`src/rtl/tinker_fetch_unit.sv`:
```
// tinker_fetch_unit: instruction-supply side of the tinker_core front end.
// Owns the PC and issues one 32-bit instruction read at a time. Returned
// words go into a small FIFO that the decode stage drains.
// Redirects reload the PC, flush the FIFO and discard any in-flight
// (wrong-path) response.
//
// Handshake semantics, shared by every channel in this block:
//   - A transfer happens on a rising edge where valid && ready.
//   - Once valid is raised, it and its payload are held stable until that
//     transfer occurs. The only exception is inst_*, which a redirect or a
//     reset may drop.
//   - valid never depends combinationally on ready.
//   - mem_rsp_valid has no ready: it is a one-cycle, in-order pulse that
//     belongs to the single outstanding request.
module tinker_fetch_unit #(
    parameter int                ADDR_W     = 64,
    parameter logic [ADDR_W-1:0] RESET_PC   = 'h2000,
    parameter int                FIFO_DEPTH = 2
) (
    input  logic              clk,
    input  logic              reset,
    output logic              mem_req_valid,
    input  logic              mem_req_ready,
    output logic [ADDR_W-1:0] mem_req_addr,
    input  logic              mem_rsp_valid,
    input  logic [31:0]       mem_rsp_data,
    input  logic              redirect_valid,
    input  logic [ADDR_W-1:0] redirect_pc,
    output logic              inst_valid,
    input  logic              inst_ready,
    output logic [31:0]       inst_data,
    output logic [ADDR_W-1:0] inst_pc
);

    localparam int                PTR_W       = (FIFO_DEPTH > 1) ? $clog2(FIFO_DEPTH) : 1;
    localparam int                CNT_W       = PTR_W + 1;
    localparam logic [CNT_W-1:0]  DEPTH_C     = CNT_W'(FIFO_DEPTH);
    localparam logic [ADDR_W-1:0] ALIGN_MASK  = ~ADDR_W'(3);
    localparam logic [ADDR_W-1:0] RESET_PC_AL = RESET_PC & ALIGN_MASK;
    localparam logic [ADDR_W-1:0] PC_STEP     = ADDR_W'(4);

    typedef enum logic [1:0] {
        IDLE = 2'd0,
        REQ  = 2'd1,
        WAIT = 2'd2
    } state_t;

    state_t            state;
    logic [ADDR_W-1:0] pc;
    // The outstanding request belongs to a path that was redirected away.
    logic              stale;

    logic [31:0]       fifo_data [FIFO_DEPTH];
    logic [ADDR_W-1:0] fifo_pc   [FIFO_DEPTH];
    logic [PTR_W-1:0]  rd_ptr;
    logic [PTR_W-1:0]  wr_ptr;
    logic [CNT_W-1:0]  count;

    logic              rsp_fire;
    logic              push;
    logic              pop;
    logic [CNT_W-1:0]  count_after_push;
    logic [ADDR_W-1:0] redirect_aligned;

    // A response is only meaningful while waiting. It is kept only when
    // it is on the current path and no redirect lands in the same cycle.
    assign rsp_fire         = (state == WAIT) && mem_rsp_valid;
    assign push             = rsp_fire && !stale && !redirect_valid;
    assign pop              = inst_valid && inst_ready;
    assign count_after_push = count + CNT_W'(push);
    assign redirect_aligned = redirect_pc & ALIGN_MASK;

    // The FIFO head is presented straight from storage registers, so no
    // path runs from mem_rsp_* to inst_*.
    assign inst_valid = (count != '0);
    assign inst_data  = fifo_data[rd_ptr];
    assign inst_pc    = fifo_pc[rd_ptr];

    // Request FSM: PC ownership, request issue and stale tracking.
    always_ff @(posedge clk) begin
        if (reset) begin
            state         <= IDLE;
            pc            <= RESET_PC_AL;
            stale         <= 1'b0;
            mem_req_valid <= 1'b0;
            mem_req_addr  <= RESET_PC_AL;
        end else begin
            case (state)
                IDLE: begin
                    // A redirect flushes the FIFO, so there is always room
                    // to fetch the target in the very next cycle.
                    if (redirect_valid) begin
                        pc            <= redirect_aligned;
                        mem_req_valid <= 1'b1;
                        mem_req_addr  <= redirect_aligned;
                        state         <= REQ;
                    end else if (count < DEPTH_C) begin
                        mem_req_valid <= 1'b1;
                        mem_req_addr  <= pc;
                        state         <= REQ;
                    end
                end
                REQ: begin
                    // The request is never withdrawn. A redirect only marks
                    // it stale so that its response is thrown away later.
                    if (redirect_valid) begin
                        pc    <= redirect_aligned;
                        stale <= 1'b1;
                    end
                    if (mem_req_ready) begin
                        mem_req_valid <= 1'b0;
                        state         <= WAIT;
                        // pc already points past a stale request's address,
                        // so only a current-path handshake advances it.
                        if (!redirect_valid && !stale) begin
                            pc <= pc + PC_STEP;
                        end
                    end
                end
                WAIT: begin
                    if (mem_rsp_valid) begin
                        stale <= 1'b0;
                        if (redirect_valid) begin
                            pc            <= redirect_aligned;
                            mem_req_valid <= 1'b1;
                            mem_req_addr  <= redirect_aligned;
                            state         <= REQ;
                        end else if (count_after_push < DEPTH_C) begin
                            mem_req_valid <= 1'b1;
                            mem_req_addr  <= pc;
                            state         <= REQ;
                        end else begin
                            state <= IDLE;
                        end
                    end else if (redirect_valid) begin
                        pc    <= redirect_aligned;
                        stale <= 1'b1;
                    end
                end
                default: begin
                    state         <= IDLE;
                    mem_req_valid <= 1'b0;
                end
            endcase
        end
    end

    // Instruction FIFO: push accepted responses, pop on decode handshake, flush on redirect.
    always_ff @(posedge clk) begin
        if (reset) begin
            rd_ptr <= '0;
            wr_ptr <= '0;
            count  <= '0;
            for (int i = 0; i < FIFO_DEPTH; i++) begin
                fifo_data[i] <= '0;
                fifo_pc[i]   <= '0;
            end
        end else if (redirect_valid) begin
            rd_ptr <= '0;
            wr_ptr <= '0;
            count  <= '0;
        end else begin
            if (push) begin
                fifo_data[wr_ptr] <= mem_rsp_data;
                // mem_req_addr still holds the address of the request that
                // this response answers.
                fifo_pc[wr_ptr]   <= mem_req_addr;
                wr_ptr            <= wr_ptr + PTR_W'(1);
            end
            if (pop) begin
                rd_ptr <= rd_ptr + PTR_W'(1);
            end
            count <= count + CNT_W'(push) - CNT_W'(pop);
        end
    end

endmodule

```
`config.mk`:
```
export PLATFORM = sky130hd
export DESIGN_NAME = tinker_fetch_unit
export DESIGN_NICKNAME = d
export VERILOG_FILES = /design/src/rtl/tinker_fetch_unit.sv
export SDC_FILE = /design/constraint.sdc
export NUM_CORES = 1
export LEC_CHECK = 0
export ABC_CLOCK_PERIOD_IN_PS = 8700
export BUFFER_PORTS_ARGS = -buffer_cell sky130_fd_sc_hd__buf_2
export CORE_AREA = 2 2 183 221
export CTS_BUF_LIST = sky130_fd_sc_hd__clkbuf_4 sky130_fd_sc_hd__clkbuf_8
export DETAILED_ROUTE_END_ITERATION = 12
export DIE_AREA = 0 0 185 223
export GPL_TIMING_DRIVEN = 0
export HOLD_SLACK_MARGIN = 0.12
export PLACE_DENSITY_LB_ADDON = 0.15
export RECOVER_POWER = 100
export SLEW_MARGIN = 40
export SYNTH_ARGS = -nofsm -noshare
export SYNTH_HDL_FRONTEND = slang
export SYNTH_SLANG_ARGS = --single-unit
```
`constraint.sdc`:
```
create_clock -name clk -period 8.7 [get_ports clk]
set_input_delay 1.305 -clock clk [delete_from_list [all_inputs] [get_ports clk]]
set_output_delay 1.305 -clock clk [all_outputs]
set_load 0.1 [all_outputs]
```
# After elaboration in Yosys (flattened, before gate mapping)
# Memories as Yosys holds them, arrays and structs flattened. A register that Yosys moved wholly into a read port is not among the register bits.
# Index checks and enable logic that the tools add are counted.
# word_totals
mem_count,2
output_inout_bits,162
in_bits,102
regBits,136
ram_bits,192
# classes
magnitude_cmp,2
add_sub_neg,5
eq_ne,6
mux,43
n_reduce_logical,19
# mem_list
memory,depth,word_bits,rd,rd_clocked_by_memory_dff,write_ports,line,rtl
fifo_pc,2,64,1,1,2,54,logic [ADDR_W-1:0] fifo_pc [FIFO_DEPTH];
fifo_data,2,32,1,1,2,53,logic [31:0] fifo_data [FIFO_DEPTH];
# ops
op,n
$mux W64,9
$pmux W64 S2,2
$add A64 B3 Y64 const B,1
$reduce_or A64 Y1,1
$mux W32,1
$reduce_or A32 Y1,1
$mux W1,24
$mux W2,4
$reduce_and A4 Y1,2
$reduce_bool A2 Y1,4
$pmux W2 S3,1
$logic_and A1 B1 Y1,5
$lt A2 B2 Y1 const B,2
$ne A2 B2 Y1 const B,2
$reduce_or A2 Y1,2
$ne A3 B2 Y1 const B,1
$ne A3 B3 Y1 const B,1
$pmux W1 S3,1
$reduce_and A3 Y1,1
$add A1 B1 Y1 const B,2
$add A2 B1 Y2,1
$eq A2 B1 Y1 const B,1
$eq A2 B2 Y1 const B,1
$logic_not A1 Y1,2
other kinds (3),3

# Logic depth before layout (Yosys ltp)
# Gate-level depths: netlist of the first run.
# logic_depth
ltp_word,10
depth_mapped,12

# Least setup slack after synthesis of the first run
# OpenSTA, ideal clock, no wires.
# synth_path
path_kind,input port to flip-flop
from,input redirect_valid
to,"memory fifo_data[0][0], enable pin"
required_ns,8.129
cell_stages,4
slack_ns,1.949
t_arrival_ns,6.180
n_path_buf,1
setup_time_ns,0.571
cell_sequence,clkbuf_1 > nor2_1 > nand3_1 > o21bai_1
# synth_lines
item,line,rtl
"start, declared",27,"input logic redirect_valid,"
"end, declared",53,

==> flow_metrics.env, run 1 <==
export IMPL_post_route_min_period_ns=5.74
export IMPL_detail_route_vias_per_cell=5.38
export IMPL_max_slew_margin=-0.470
export IMPL_fin_hold_ws_ns=0.465
export IMPL_dp_hpwl_microns=36500
export IMPL_crit_end="fifo_pc[1][30]"
export IMPL_finalSetupViolations=0
export IMPL_layout_setup_ws_ns=2.96
export IMPL_path_delay_family="buffers and inverters"
export IMPL_ys_types=66
export IMPL_min_period_over_period=0.660
export IMPL_synthTopCellsByArea="edfxtp_1 37%, dfxtp_1 18%, and2_1 8.0%"
export IMPL_worstPathRequired_ns=8.89
export IMPL_cts_tree="done"
export IMPL_finalHoldViolCount=0
export IMPL_p_per_area_mw_per_mm2=311
export IMPL_antenna_found_initial=3
export IMPL_synthFlopType="edfxtp_1"
export IMPL_worstSetupEndpointType="register"
export IMPL_cp_depth=6
export IMPL_die_y_microns=223
export IMPL_layout_nets=1850
export IMPL_worstMarginPinSlew_ns=2.20
export IMPL_syn_nets=1522
export IMPL_synth_async_reset_ratio=0
export IMPL_grt_pass1_wl_microns=74300
export IMPL_synth_top_area_frac=0.372
export IMPL_syn_to_final_growth_pct=18.7
export IMPL_fin_tns_setup_ns=0
export IMPL_start_util=0.395
export IMPL_path_cells="clkbuf_1, clkbuf_1, clkbuf_1, nand2b_1, clkbuf_1, clkbuf_1"
export IMPL_num_io_pins=264
export IMPL_grt_ovfl_total=0
export IMPL_slowest_stage="clkbuf_1"
export IMPL_p_leak_uw=0.00682
export IMPL_vdd_drop_max_uv=209
export IMPL_htreeDepth=2
export IMPL_syn_area_sq_mm=0.0155
export IMPL_worst_setup_path_type="input pin to register"
export IMPL_gp_congestion=0.926
export IMPL_drive_gt1_frac=0.170
export IMPL_cp_max_fo=30
export IMPL_clk_latency_ns=0.62
export IMPL_crit_buf_inv=5
export IMPL_synth_edf_count=192
export IMPL_rows=80
export IMPL_timing_rr_start="state[0]"
export IMPL_fmax_mhz=174
export IMPL_crit_path_start="reset"
export IMPL_grt_pass1_vias=12200
export IMPL_drc=0
export IMPL_dr_pass1_iters=6
export IMPL_maxCapViolations=4
export IMPL_yosysSeqAreaShare=0.549
export IMPL_cts_sinks=329
export IMPL_synth_area_leader_cell="edfxtp_1"
export IMPL_clock_skew_ns=0.0368
export IMPL_status="finished with violations"
export IMPL_cp_start_kind="input pin"
export IMPL_post_drt_wl_per_cell_microns=21.6
export IMPL_io_buffers=259
export IMPL_critPathArrivalTime_ns=5.93
export IMPL_instances_no_fill=2321
export IMPL_cts_root_buf="clkbuf_8"
export IMPL_holdPathStages=1
export IMPL_drv_slew=106
export IMPL_reg2regPathDepth=8
export IMPL_pre_cts_ws_ns=3.76
export IMPL_yosys_warnings=0
export IMPL_clockBufferDepth=3
export IMPL_synth_seq_cells=329
export IMPL_violations="capacitance limit, slew limit"
export IMPL_vias=12500
export IMPL_rsz0062_at_grt="false"
export IMPL_cp_common_cell="clkbuf_1"
export IMPL_min_path_type="register to register"
export IMPL_core_area_sq_mm=0.0392
export IMPL_dieArea_sq_mm=0.0413
export IMPL_clkTransAtPathRegs_ns=0.06
export IMPL_synthCells=1411
export IMPL_numCtsBuffers=55
export IMPL_syn_area_per_cell_sq_um=11.0
export IMPL_grt_max_degree=35
export IMPL_r2r_end="fifo_pc[1][30]"
export IMPL_drt_wl_total_microns=50200
export IMPL_cts_resized_gates=0
export IMPL_drtIter0Drc=942
export IMPL_die_width_microns=185
export IMPL_hold_buffers=0
export IMPL_dp_cells=2215
export IMPL_post_route_util=0.469
export IMPL_worst_r2r_setup_slack_ns=3.85
export IMPL_ant_nets=0
export IMPL_track_usage=0.239
export IMPL_postCtsSetupBuffers=0
export IMPL_crit_path_max_incr_delay_ns=1.62
==> power breakdown <==
part | leakage, uW | internal, uW | total (uW) | switching [uW]
Combinational | 0.00313 | 360 | 2230 | 1870
Sequential | 0.00312 | 1890 | 2120 | 230
Clock | 0.000567 | 728 | 1370 | 645
==> metrics by stage <==
step	area [sq um]	total power (uW)
2_1_floorplan	15500	3880
3_5_place_dp	17700	4440
4_1_cts	18800	5820
3_3_place_gp	17500	4410
6_report	18400	5720
5_1_grt	18400	5960
==> synthesized netlist by cell type (32+ instances only) <==
cell      count
and2_1      198
edfxtp_1    192
nor2_1      148
dfxtp_1     137
mux2_2       98
clkbuf_1     77
mux2i_1      71
a211oi_1     67
nand2_1      45
a21oi_1      43
nand3_1      39
nor3_1       32
==> worst min-delay path by stage <==
stage / start / to / slack [ns]
after floorplan: pc[0] / pc[0] / 0.43
after global placement: pc[1] / pc[1] / 0.44
after detailed placement: pc[0] / pc[0] / 0.45
after CTS: pc[1] / pc[1] / 0.46
after global routing: pc[1] / pc[1] / 0.50
final: pc[0] / pc[0] / 0.46
==> area by class of cell <==
type / count / area [sq um]
antenna: 3 / 7.51
buffer: 97 / 378
clock buffer: 72 / 891
clock inverter: 31 / 191
fill: 3825 / 20800
inverter: 15 / 56.3
multi-input combinational: 970 / 6550
sequential: 329 / 8510
tap: 533 / 667
timing repair buffer: 271 / 1140
==> cells by family (layout without fill, tap and decap cells) <==
group	count (synthesis)	after routing	share of synthesized area
AND/OR/NAND/NOR	552	552	0.191
flip-flops	329	329	0.549
AO/OA/AOI/OAI	231	231	0.103
multiplexers	169	169	0.117
buffers and inverters	112	486	0.0279
adder cells (fa/ha/maj)	9	9	0.00727
XOR/XNOR	9	9	0.00509
other	0	3	0
==> cells in the final DEF, fill, tap and decap left out, types with 16 or more instances in the layout <==
cell	synthesis	final
a211oi_1	67	67
a21oi_1	43	43
a22oi_1	19	19
and2_0	0	89
and2_1	198	109
and3_1	16	16
buf_2	3	104
clkbuf_1	77	256
clkbuf_4	0	16
clkbuf_8	0	56
clkinv_1	0	17
dfxtp_1	137	137
edfxtp_1	192	192
mux2_2	98	98
mux2i_1	71	71
nand2_1	45	45
nand3_1	39	39
nand4_1	19	19
nor2_1	148	148
nor3_1	32	33
o21ai_0	28	29
==> registers in the layout, indices dropped and copies added, names as in the netlist, named ones only <==
register,count
pc,64
count,2
wr_ptr,1
fifo_pc,128
mem_req_addr,64
mem_req_valid,1
state,2
rd_ptr,1
fifo_data,64
stale,1
==> routing by layer <==
metal	global-route usage	vias to the layer above	routed length (microns)
li1	-	5848	-
met1	0.308	6037	21100
met2	0.397	514	24000
met3	0.0437	99	3520
met4	0.0904	0	1590
met5	0	-	0
No activity file was read; power rests on OpenSTA's default activity.
==> run 2, diff against run 1 <==
ABC_CLOCK_PERIOD_IN_PS = 4750   (was 8700)
clock period = 4.75 ns   (was 8.7 ns; I/O delays follow)
==> run 2 against run 1 <==
Net effect:
- the flow still finishes with violations (capacitance limit, slew limit)
- sequential power is 83% higher
- combinational power is 84% higher
- clock skew is 0.0090 ns lower
- highest routed layer unchanged
- largest cell class unchanged
==> flow_metrics.env, run 2 (synthesis gave the netlist of run 1 again) <==
export IMPL_cts_tree="done"
export IMPL_clockBufferDepth=3
export IMPL_cp_common_cell="clkbuf_1"
export IMPL_worstMarginPinSlew_ns=1.75
export IMPL_dp_hpwl_microns=37200
export IMPL_crit_path_start="reset"
export IMPL_die_y_microns=223
export IMPL_layout_setup_ws_ns=0.545
export IMPL_drive_gt1_frac=0.203
export IMPL_finalHoldViolCount=0
export IMPL_drtIter0Drc=951
export IMPL_drt_wl_total_microns=50700
export IMPL_maxCapViolations=2
export IMPL_ant_nets=0
export IMPL_drv_slew=20
export IMPL_grt_ovfl_total=0
export IMPL_vdd_drop_max_uv=363
export IMPL_p_per_area_mw_per_mm2=570
export IMPL_gp_congestion=0.927
export IMPL_rows=80
export IMPL_hold_buffers=0
export IMPL_largest_register_ffs=128
export IMPL_crit_end="fifo_data[0][10]"
export IMPL_p_switching_uw=5030
export IMPL_final_area_sq_mm=0.0186
export IMPL_num_io_pins=264
export IMPL_crit_path_max_incr_delay_ns=0.73
export IMPL_fin_hold_ws_ns=0.336
export IMPL_reg2regPathDepth=12
export IMPL_r2r_end="mem_req_addr[37]"
export IMPL_p_leak_uw=0.00700
export IMPL_finalSetupViolations=0
export IMPL_min_path_type="input pin to register"
export IMPL_htreeDepth=2
export IMPL_antenna_found_initial=3
export IMPL_syn_to_final_growth_pct=19.9
export IMPL_rsz0062_at_grt="false"
export IMPL_io_buffers=259
export IMPL_track_usage=0.240
export IMPL_cts_resized_gates=0
export IMPL_worst_setup_path_type="input pin to register"
export IMPL_cp_max_fo=15
export IMPL_dp_cells=2216
export IMPL_fmax_mhz=238
export IMPL_post_route_min_period_ns=4.21
export IMPL_p_clk_frac=0.244
export IMPL_intPower_uw=5550
export IMPL_final_cell_mix="215 x clkbuf_1, 192 x edfxtp_1, 148 x nor2_1, 140 x buf_2, 137 x dfxtp_1"
export IMPL_numCtsBuffers=54
export IMPL_placedInstanceArea_sq_mm=0.0177
export IMPL_power_frac_comb=0.389
export IMPL_worstSetupEndpointType="register"
export IMPL_swShare=0.475
export IMPL_core_area_sq_mm=0.0392
export IMPL_start_util=0.395
export IMPL_worst_r2r_setup_slack_ns=0.88
export IMPL_clk_latency_ns=0.62
export IMPL_detail_route_vias_per_cell=5.40
export IMPL_slowest_stage="clkbuf_1"
export IMPL_top_register="fifo_pc"
export IMPL_vias=12500
export IMPL_layout_nets=1850
export IMPL_timing_rr_start="state[0]"
export IMPL_cts_sinks=329
export IMPL_status="finished with violations"
export IMPL_layout_commonest_cell="clkbuf_1"
export IMPL_worstPathRequired_ns=5.06
export IMPL_drc=0
export IMPL_max_slew_margin=-0.177
export IMPL_clkTransAtPathRegs_ns=0.07
export IMPL_critPathArrivalTime_ns=4.51
export IMPL_die_width_microns=185
export IMPL_cp_start_kind="input pin"
export IMPL_seq_power_share=0.367
export IMPL_post_drt_wl_per_cell_microns=21.9
export IMPL_postCtsSetupBuffers=0
export IMPL_clock_skew_ns=0.0279
export IMPL_grt_pass1_wl_microns=74300
export IMPL_violations="capacitance limit, slew limit"
export IMPL_pre_cts_ws_ns=0.390
export IMPL_min_period_over_period=0.885
export IMPL_grt_max_degree=38
export IMPL_cts_root_buf="clkbuf_8"
export IMPL_instances_no_fill=2321
export IMPL_dr_pass1_iters=6
export IMPL_dieArea_sq_mm=0.0413
export IMPL_path_cells="clkbuf_1, clkbuf_1, clkbuf_1, o21bai_1, clkbuf_1, buf_16, buf_16, clkbuf_1, buf_8"
export IMPL_grt_pass1_vias=12300
-- run 2: cell count changes in the layout (fill, tap and decap cells not counted), moves of 2 or more --
| cell | change |
|---|---|
| bufinv_16 | -2 |
| and2_0 | +16 |
| buf_2 | +36 |
| clkbuf_2 | +2 |
| clkinv_1 | -16 |
| buf_16 | +2 |
| clkbuf_4 | +11 |
| clkbuf_8 | +7 |
| clkbuf_1 | -41 |
| and2_1 | -16 |
-- run 2: area by class of cell --
| cell class | instances | area [sq um] |
|---|---|---|
| Antenna cell | 3 | 7.51 |
| Buffer | 97 | 378 |
| Clock buffer | 90 | 1070 |
| Clock inverter | 12 | 67.6 |
| Fill cell | 3838 | 20700 |
| Inverter | 15 | 56.3 |
| Multi-Input combinational cell | 970 | 6540 |
| Sequential cell | 329 | 8510 |
| Tap cell | 533 | 667 |
| Timing Repair Buffer | 272 | 1270 |
-- run 2: per-layer routing --
layer | share of wire | up-vias | track usage
met1 | 0.42 | 6034 | 0.308
met5 | 0 | - | 0
li1 | - | 5848 | -
met3 | 0.073 | 107 | 0.0369
met2 | 0.48 | 545 | 0.403
met4 | 0.036 | 0 | 0.0945
-- run 2: how the worst min path moves through the flow --
stage,from,endpoint,slack (ns),cells past startpoint
finish,redirect_pc[63],pc[63],0.34,3
detailed placement,pc[0],pc[0],0.45,1
global route,redirect_pc[63],pc[63],0.33,3
global placement,pc[1],pc[1],0.44,1
CTS,redirect_pc[63],pc[63],0.29,3
floorplan,pc[0],pc[0],0.43,1
-- run 2: per-stage QoR --
step | util | power [uW] | setup TNS, ns
after global routing | 0.473 | 11000 | 0
after CTS | 0.481 | 10700 | 0
after floorplan | - | 7090 | 0
final | 0.473 | 10600 | 0
after global placement | 0.445 | 8080 | -335.12
after detailed placement | 0.452 | 8140 | 0
-- run 2: worst max-delay path: cells and delay by family --
kind                   cells  cell delay, ns
buffers and inverters      8            3.44
AO/OA/AOI/OAI              1            0.34
-- run 2: power by group through the flow --
stage	combinational (uW)	sequential, uW	clock (uW)
after floorplan	1530	5570	0
after detailed placement	4200	3930	0
after global routing	4310	3950	2750
after CTS	4210	3870	2650
after global placement	4160	3920	0
final	4110	3880	2590
==> run 3, diff against run 2 <==
CTS_BUF_LIST = unset   (was sky130_fd_sc_hd__clkbuf_4 sky130_fd_sc_hd__clkbuf_8)
==> run 3 against run 2 <==
Net effect:
- the run still ends with capacitance limit, slew limit left
- clock skew down 0.0069 ns
- routed wire length down 0.92%
- total power up 1.1%
- register-to-register slack worse by 0.07 ns
- worst hold slack better by 0.072 ns
- flip-flop and latch count unchanged
- combinational power about the same
- global-route usage down 0.11 points
- setup slack better by 0.044 ns
- clock-buffer cell count down 38
- maximum frequency up 1.0%
==> flow_metrics.env, run 3 (synthesis gave the netlist of run 1 again) <==
export IMPL_clkTransAtPathRegs_ns=0.06
export IMPL_hold_buffers=0
export IMPL_htreeDepth=2
export IMPL_worstMarginPinSlew_ns=1.70
export IMPL_cts_tree="done"
export IMPL_dr_pass1_iters=5
export IMPL_detail_route_vias_per_cell=5.42
export IMPL_grt_pass1_wl_microns=73900
export IMPL_drc=0
export IMPL_intPower_uw=5680
export IMPL_post_drt_wl_per_cell_microns=22.0
export IMPL_clockBufferDepth=3
export IMPL_critPathArrivalTime_ns=4.32
export IMPL_ant_nets=0
export IMPL_violations="capacitance limit, slew limit"
export IMPL_min_period_over_period=0.876
export IMPL_numCtsBuffers=36
export IMPL_num_io_pins=264
export IMPL_status="finished with violations"
export IMPL_worstPathRequired_ns=4.91
export IMPL_power_total_uw=10700
export IMPL_post_route_util=0.472
export IMPL_rsz0062_at_grt="false"
export IMPL_antenna_found_initial=3
export IMPL_syn_to_final_growth_pct=19.6
export IMPL_cp_start_kind="input pin"
export IMPL_fin_tns_setup_ns=0
export IMPL_p_clk_frac=0.253
export IMPL_worst_setup_path_type="input pin to register"
export IMPL_core_area_sq_mm=0.0392
export IMPL_swShare=0.469
export IMPL_track_usage=0.239
export IMPL_power_frac_comb=0.384
export IMPL_crit_path_start="reset"
export IMPL_worst_r2r_setup_slack_ns=0.81
export IMPL_layout_commonest_cell="clkbuf_1"
export IMPL_gp_congestion=0.927
export IMPL_fin_hold_ws_ns=0.408
export IMPL_num_fill_cells=3853
export IMPL_max_slew_margin=-0.147
export IMPL_reg2regPathDepth=12
export IMPL_seq_power_share=0.363
export IMPL_final_cell_mix="241 x clkbuf_1, 192 x edfxtp_1, 148 x nor2_1, 137 x dfxtp_1, 125 x buf_2"
export IMPL_start_util=0.395
export IMPL_crit_end="fifo_data[0][3]"
export IMPL_layout_nets=1832
export IMPL_rows=80
export IMPL_top_register="fifo_pc"
export IMPL_vias=12400
export IMPL_fmax_mhz=240
export IMPL_io_buffers=259
export IMPL_highest_layer="met4"
export IMPL_dieArea_sq_mm=0.0413
export IMPL_r2r_end="mem_req_addr[56]"
export IMPL_p_per_area_mw_per_mm2=577
export IMPL_drive_gt1_frac=0.170
export IMPL_postCtsSetupBuffers=0
export IMPL_met2_length_microns=24100
export IMPL_grt_pass1_vias=12100
export IMPL_finalHoldViolCount=0
export IMPL_finalSetupViolations=0
export IMPL_cts_sinks=329
export IMPL_drt_met1_wl_microns=21100
export IMPL_cts_resized_gates=0
export IMPL_dp_hpwl_microns=37200
export IMPL_cts_root_buf="clkbuf_16"
export IMPL_clk_latency_ns=0.54
export IMPL_vdd_drop_max_uv=370
export IMPL_grt_ovfl_total=0
export IMPL_maxCapViolations=2
export IMPL_post_route_min_period_ns=4.16
export IMPL_p_leak_uw=0.00689
export IMPL_drv_slew=20
export IMPL_drt_wl_total_microns=50300
export IMPL_min_path_type="input pin to register"
export IMPL_clock_skew_ns=0.0209
export IMPL_drtIter0Drc=1071
export IMPL_worstSetupEndpointType="register"
export IMPL_cp_max_fo=15
export IMPL_die_y_microns=223
export IMPL_timing_rr_start="state[0]"
export IMPL_largest_register_ffs=128
export IMPL_p_switching_uw=5020
export IMPL_wl_met3_microns=3480
export IMPL_grt_max_degree=38
export IMPL_die_width_microns=185
==> run 3: cell types whose count changed in the layout (fill, tap and decap cells not counted), sizes merged <==
cell / before / now
clkbuf: 310 / 287
clkinv: 9 / 11
diode: 3 / 2
inv: 16 / 17
clkinvlp: 2 / 0
buf: 149 / 134
bufinv: 0 / 1
==> run 3: how the worst min path moves through the flow <==
stage	end	slack, ns	depth (start not counted)	start
5_1_grt	pc[63]	0.41	3	redirect_pc[63]
4_1_cts	pc[63]	0.39	3	redirect_pc[63]
6_report	pc[63]	0.41	3	redirect_pc[63]
3_5_place_dp	pc[0]	0.45	1	pc[0]
3_3_place_gp	pc[1]	0.44	1	pc[1]
2_1_floorplan	pc[0]	0.43	1	pc[0]
==> run 3: per-layer routing <==
metal | track usage | vias up
met4 | 0.0832 | 0
li1 | - | 5798
met1 | 0.309 | 6010
met5 | 0 | -
met3 | 0.0377 | 86
met2 | 0.403 | 494
==> run 3: area by class of cell <==
class,count,area [sq um],share of cell area
multi-input cells,970,6540,0.353
diodes,2,5.00,0.000270
well taps,533,667,0.0360
plain buffers,97,378,0.0204
inverters,15,56.3,0.00304
clock inverters,14,98.8,0.00533
flip-flops and latches,329,8510,0.459
clock buffers,52,1020,0.0552
repair buffers,272,1260,0.0678
==> run 3: power groups by stage <==
| stage | clock network, uW | registers, uW | logic [uW] |
|---|---|---|---|
| 6_report | 2710 | 3880 | 4110 |
| 5_1_grt | 2870 | 3950 | 4310 |
| 4_1_cts | 2770 | 3870 | 4210 |
| 3_5_place_dp | 0 | 3930 | 4200 |
| 3_3_place_gp | 0 | 3920 | 4160 |
| 2_1_floorplan | 0 | 5570 | 1530 |
==> run 3: metrics by stage <==
step | setup slack, ns | area (sq um) | instances
3_5_place_dp | 0.390 | 17700 | 2216
3_3_place_gp | -2.03 | 17500 | 2203
5_1_grt | 0.412 | 18500 | 2284
4_1_cts | 0.695 | 18900 | 2282
2_1_floorplan | 0.470 | 15500 | 1411
6_report | 0.588 | 18500 | 2284
==> run 3: critical path: stages <==
cell and delay, ns:
clkbuf_1 0.27, clkbuf_1 0.54, clkbuf_1 0.52, o21bai_1 0.35, clkbuf_1 0.74, buf_16 0.24, buf_16 0.17, buf_8 0.17
clkbuf_1 0.57
